<file path="config.mk">
export PLATFORM = sky130hd
export DESIGN_NAME = char_append
export DESIGN_NICKNAME = d
export VERILOG_FILES = /design/src/rtl/char_append.sv
export SDC_FILE = /design/constraint.sdc
export NUM_CORES = 1
export LEC_CHECK = 0
export BUFFER_PORTS_ARGS = -buffer_cell sky130_fd_sc_hd__buf_4
export CAP_MARGIN = 0
export CORE_AREA = 4 4 96 98
export DETAILED_ROUTE_END_ITERATION = 7
export DIE_AREA = 0 0 100 102
export PLACE_DENSITY = 0.63
export SLEW_MARGIN = 20
export SYNTH_ARGS = -nofsm -noshare
export SYNTH_HDL_FRONTEND = slang
export SYNTH_SLANG_ARGS = --single-unit
</file>
<file path="constraint.sdc">
create_clock -name clk -period 2.3 [get_ports clk]
set_input_delay 0.23 -clock clk [delete_from_list [all_inputs] [get_ports clk]]
set_output_delay 0.23 -clock clk [all_outputs]
set_load 0.05 [all_outputs]
</file>
<file path="src/rtl/char_append.sv">
// char_append: edge-triggered append of segment codes into an 8-slot display buffer.
// Newest character enters at the low slot; older characters shift toward the top.
module char_append #(
    parameter int SLOTS     = 8,
    parameter int CHAR_W    = 8,
    parameter int OVERWRITE = 1,
    localparam int CW       = $clog2(SLOTS + 1),
    localparam int BW       = SLOTS * CHAR_W
) (
    input  logic              clk,
    input  logic              rst,
    input  logic              char_valid,
    input  logic [CHAR_W-1:0] char_in,
    input  logic              clear,
    output logic [BW-1:0]     seg_out,
    output logic [CW-1:0]     count,
    output logic              full,
    output logic              empty,
    output logic              accept,
    output logic              drop
);
    logic              r_vld;
    logic [BW-1:0]     r_seg;
    logic [CW-1:0]     r_cnt;
    logic              r_acc;
    logic              r_drp;
    logic              w_evt;
    logic              w_full;
    logic [BW-1:0]     w_shift;

    assign w_evt   = char_valid & ~r_vld;
    assign w_full  = r_cnt == CW'(SLOTS);
    assign w_shift = {r_seg[BW-CHAR_W-1:0], char_in};

    // r_vld resets high so a strobe held across reset release is not an edge
    always_ff @(posedge clk or negedge rst) begin
        if (!rst) begin
            r_vld <= 1'b1;
            r_seg <= '0;
            r_cnt <= '0;
            r_acc <= 1'b0;
            r_drp <= 1'b0;
        end else begin
            r_vld <= char_valid;
            r_acc <= 1'b0;
            r_drp <= 1'b0;
            if (clear) begin
                r_seg <= '0;
                r_cnt <= '0;
            end else if (w_evt) begin
                if (char_in == '0) begin
                    r_drp <= 1'b1;
                end else if (!w_full) begin
                    r_seg <= w_shift;
                    r_cnt <= r_cnt + 1'b1;
                    r_acc <= 1'b1;
                end else if (OVERWRITE != 0) begin
                    r_seg <= w_shift;
                    r_acc <= 1'b1;
                    r_drp <= 1'b1;
                end else begin
                    r_drp <= 1'b1;
                end
            end
        end
    end

    assign seg_out = r_seg;
    assign count   = r_cnt;
    assign full    = w_full;
    assign empty   = r_cnt == '0;
    assign accept  = r_acc;
    assign drop    = r_drp;
endmodule

</file>
* Word level (Yosys, flattened, before mapping)
Cells that the tools add are included.
** Word-level totals
- Bits of input ports :: 12
- Flip-flop bits (word level) :: 71
- Word-level logic and storage cells :: 30
- Output and inout bits :: 72
** Cells by class
- Reductions and logical operators :: 5
- Multiplexer cells :: 14
- Add/sub/neg operators :: 1
- Eq/ne operators :: 3
- Bitwise logic cells :: 2
** Operators with widths (number)
- $mux W64 :: 3
- $mux W4 :: 4
- $logic_not A8 Y1 :: 1
- $mux W1 :: 7
- $add A4 B1 Y4 const B :: 1
- $eq A4 B4 Y1 const B :: 1
- $logic_not A4 Y1 :: 1
- $ne A2 B2 Y1 const B :: 2
- $reduce_and A3 Y1 :: 1
- $reduce_and A2 Y1 :: 1
- $reduce_bool A2 Y1 :: 1
- $and A1 B1 Y1 :: 1
- $not A1 Y1 :: 1

* Longest topological paths before layout
- Depth after elaboration :: 5
- Depth in mapped cells :: 6
- Mapped depth without buffers :: 5

* Worst setup path before layout
No wires, ideal clock.
- Path type :: register to output
- Start :: register r_cnt[0] (netlist: count[0])
- End :: output empty
- Path buffers :: 0
- Arrival :: 2.025 ns
- Path slack :: 0.045 ns
- Data required time :: 2.070 ns
- Stages on the path, launching flop included :: 4
- Path through :: dfrtp_1 > inv_1 > ha_1 > nor3b_1
** On the way
- Cells in the longest elaborated chain, start to end :: 1
** RTL lines
- start: declaration :: RTL line 24 : logic [CW-1:0] r_cnt;
- start signal: assignment :: RTL line 55 : r_cnt <= r_cnt + 1'b1;
- $logic_not A4 Y1 :: RTL line 71 : assign empty = r_cnt == '0;
- end: declaration :: RTL line 18 : output logic empty,
No other way between the ends.

* Worst setup path in the final report
- Start :: register r_cnt[0] (netlist: count[0])
- End :: register r_cnt[0] (netlist: count[0])
** On the way
- Cells in the longest elaborated chain, start to end :: 5
- Elaborated cells between the ends (all ways) :: 8
- Classes of those cells :: add/sub: 1; eq/ne: 2; mux: 4; reduce/logical: 1
** RTL lines
- $add A4 B1 Y4 :: RTL line 55
- $mux W4 :: RTL line 53 : end else if (!w_full) begin
- $mux W4 :: RTL line 51 : if (char_in == '0) begin
- $mux W4 :: RTL line 50 : end else if (w_evt) begin
- $mux W4 :: RTL line 47 : if (clear) begin
Several ways; a longest one is shown, not always the timed one. The select of a mux whose other input is x is not followed.
A chain may end at the register's enable or synchronous reset.

==> flow_metrics.tcl <==
set metrics [dict create \
    first_pass_iters 4 \
    synth.yosys.seq_area_share_pct 61.46 \
    post_route_cells_drive_above_1_share_pct 43.75 \
    cts_sinks 71 \
    async_flop_share_pct 100.0 \
    cts_max_path_buffers 2 \
    worstPathArrival_ns 2.00 \
    post_synth_num_cell_types 29 \
    clkLatencyLatePin_ns 0.35 \
    hp-class "in -> async" \
    worst_ir_drop_vdd_mv 0.2882 \
    syn-instance-count 188 \
    cts_repair_resize_count 0 \
    rsz0062_at_grt "no" \
    post_synth_instance_area_um2 2893 \
    ys_seq_elements 71 \
    setup.worst_path.class "reg -> reg" \
    violations "hold timing" \
    clkSlewWorstSetupHoldPaths_ns 0.08 \
    number_of_buffers_inserted_for_hold_repair_after_clock_tree_synthesis 1 \
    die-height_um 102 \
    maxSlewHeadroom_pct 40.84 \
    power.switching_fraction_pct 27.02 \
    ant_nets 0 \
    finalSetupViolations 0 \
    die_w_um 100 \
    synth_area_per_cell_um2 15.39 \
    p_int_mw 1.784 \
    critical_path.max_fanout 5 \
    maxCapViolations 0 \
    dp_hpwl_mm 4.413 \
    final_period_minus_worst_setup_slack_ns 1.765 \
    crit-reg2reg-launch "count[0]" \
    cts_max_level 3 \
    min_period_over_period_pct 76.75 \
    layout.nets 281 \
    whs_ns -0.002999 \
    core_area_um2 8466 \
    globalRouteTotalUtil_pct 14.40 \
    power_density_nw_per_um2 658.5 \
    synthesis.yosys.warnings 0 \
    global_route.overflow_total 0 \
    die_area_um2 10200 \
    reg2reg_depth 5 \
    clockRootBuffer "sky130_fd_sc_hd__clkbuf_8" \
    buffer_ports.inserted 83 \
    cts_setup_buffers 0 \
    psw_mw 0.6604 \
    mappedNetlistNets 202 \
    via_count 2106 \
    grt_antenna_before_repair 0 \
    grt_max_degree 72 \
    timing.final.max_slew_violations 0 \
    fin_worst_skew_ns 0.009252 \
    r2r_slack_ns 0.53 \
    setup.worst_path.end "count[0]" \
    tritoncts "built" \
    design_power_total_mw 2.444 \
    hold_violations 2 \
    crit_path_start_kind "flip-flop" \
    fillers 799 \
    run_status "finished with violations" \
    rows 34 \
    pwr-share-seq_pct 52.2 \
    endpoint_kind "flip-flop" \
    flow.area_growth_from_synthesis_pct 28.33 \
    initialDrtViolationCount 110 \
    num_antenna_cells 0 \
    gp_congestion 0.7212 \
    first_global_vias 2135 \
    cts_made_buffers 9 \
    clock_power_share_pct 38.8 \
    startpoint "count[0]" \
    cp_required_ns 2.54 \
    routed_wl_per_cell_um 18.46 \
    comb_power_share_pct 9.0 \
    grt_pass1_wl_mm 11.39 \
    p_leak_nw 1.801 \
    floorplan.io_pins 84 \
    drt_drc_violations_left 0 \
    synth_flop_cell "sky130_fd_sc_hd__dfrtp_1" \
    timing.fmax_ghz 0.5665 \
    viasPerCell 5.542 \
    final.setup.tns_ns 0 \
    r2r_end "count[0]" \
    totalWireLength_mm 7.014 \
    start_util_pct 34.17 \
    worst-slew-pin-transition_ns 0.8875 \
    synth-edff-count 0 \
]
==> power groups by stage <==
| stage | clock [mW] | combinational [mW] | sequential [mW] |
|---|---|---|---|
| 5_1_grt | 1.03 | 0.239 | 1.28 |
| 3_3_place_gp | 0 | 0.222 | 1.30 |
| 3_5_place_dp | 0 | 0.223 | 1.30 |
| 6_report | 0.949 | 0.220 | 1.28 |
| 2_1_floorplan | 0 | 0.109 | 1.34 |
| 4_1_cts | 0.979 | 0.224 | 1.28 |
==> through the flow <==
| stage | std cells | util, % | setup slack [ns] | instance area (µm²) | hold slack [ns] |
|---|---|---|---|---|---|
| after floorplan | 188 | - | 0.04465 | 2893 | -0.06559 |
| after detailed placement | 363 | 41.46 | 0.5395 | 3510 | 0.3604 |
| after CTS | 380 | 43.85 | 0.5156 | 3712 | 0.03664 |
| final | 380 | 43.85 | 0.5348 | 3712 | -0.002999 |
| after global routing | 380 | 43.85 | 0.4306 | 3712 | 0.07057 |
| after global placement | 363 | 41.46 | 0.6177 | 3510 | 0.3577 |
==> state kept, by name, indices dropped and copies added, names as in the netlist <==
name	cells
accept	1
r_vld	1
count	4
seg_out	64
drop	1
==> cell type report <==
class	count	area, µm²	area share [%]
tap	108	135.1	3.640
clock inverter	5	41.29	1.112
sequential	71	1778	47.89
clock buffer	11	151.4	4.078
inverter	4	15.01	0.4044
timing repair buffer	89	708.2	19.08
multi-input combinational	92	883.3	23.80
==> worst min-delay path by stage <==
stage,from,slack (ns),to,cells past startpoint
floorplan,rst,-0.07,accept,0
finish,rst,-0.003,seg_out[63],1
global route,rst,0.07,seg_out[63],1
detailed placement,char_valid,0.36,r_vld,1
global placement,char_valid,0.36,r_vld,1
CTS,rst,0.04,seg_out[61],1
==> per-layer routing <==
metal / global-route usage (%) / part of all wire [%] / up-vias
met5: 0 / 0 / -
met4: 4.663 / 1.2 / 0
met3: 5.734 / 8.0 / 8
met2: 20.57 / 46 / 80
met1: 20.10 / 45 / 1089
li1: - / - / 929
==> cells by family after synthesis <==
family,Yosys count,synth area share [%]
flops,71,61.46
mux,4,1.471
simple gates,16,3.850
compound gates,70,24.09
buf+inv,25,8.261
fa+ha+maj,2,0.8649
==> Yosys cell counts (2+ instances only) <==
library cell	number	share of area [%]
sky130_fd_sc_hd__mux2_2	2	0.78
sky130_fd_sc_hd__buf_12	7	4.8
sky130_fd_sc_hd__clkbuf_1	6	0.78
sky130_fd_sc_hd__buf_6	3	1.2
sky130_fd_sc_hd__dfrtp_1	70	61
sky130_fd_sc_hd__ha_1	2	0.86
sky130_fd_sc_hd__a32o_1	59	20
sky130_fd_sc_hd__a211oi_1	2	0.52
sky130_fd_sc_hd__mux2i_1	2	0.69
sky130_fd_sc_hd__buf_2	4	0.69
sky130_fd_sc_hd__inv_1	4	0.52
sky130_fd_sc_hd__nand2_1	3	0.39
sky130_fd_sc_hd__nor2_1	3	0.39
sky130_fd_sc_hd__a32o_2	5	1.9
sky130_fd_sc_hd__nor4_2	2	0.86
==> cell usage in the layout, fill, tap and decap left out, types with 2 or more instances in the layout <==
| cell type | instances |
|---|---|
| sky130_fd_sc_hd__a211oi_1 | 2 |
| sky130_fd_sc_hd__a32o_1 | 59 |
| sky130_fd_sc_hd__a32o_2 | 5 |
| sky130_fd_sc_hd__buf_12 | 3 |
| sky130_fd_sc_hd__buf_4 | 85 |
| sky130_fd_sc_hd__clkbuf_8 | 11 |
| sky130_fd_sc_hd__clkinv_4 | 2 |
| sky130_fd_sc_hd__clkinvlp_4 | 2 |
| sky130_fd_sc_hd__dfrtp_1 | 70 |
| sky130_fd_sc_hd__ha_1 | 2 |
| sky130_fd_sc_hd__inv_1 | 3 |
| sky130_fd_sc_hd__mux2_2 | 2 |
| sky130_fd_sc_hd__mux2i_1 | 2 |
| sky130_fd_sc_hd__nand2_1 | 3 |
| sky130_fd_sc_hd__nor2_1 | 3 |
| sky130_fd_sc_hd__nor4_2 | 2 |
==> worst max-delay path, cell delays in order (launching register included) <==
cell and delay, ns:
sky130_fd_sc_hd__dfrtp_1 0.42, sky130_fd_sc_hd__inv_1 0.08, sky130_fd_sc_hd__ha_1 0.20, sky130_fd_sc_hd__and3b_1 0.21, sky130_fd_sc_hd__a211oi_1 0.37, sky130_fd_sc_hd__mux2_2 0.38
Power figures use the tool's default switching activity.
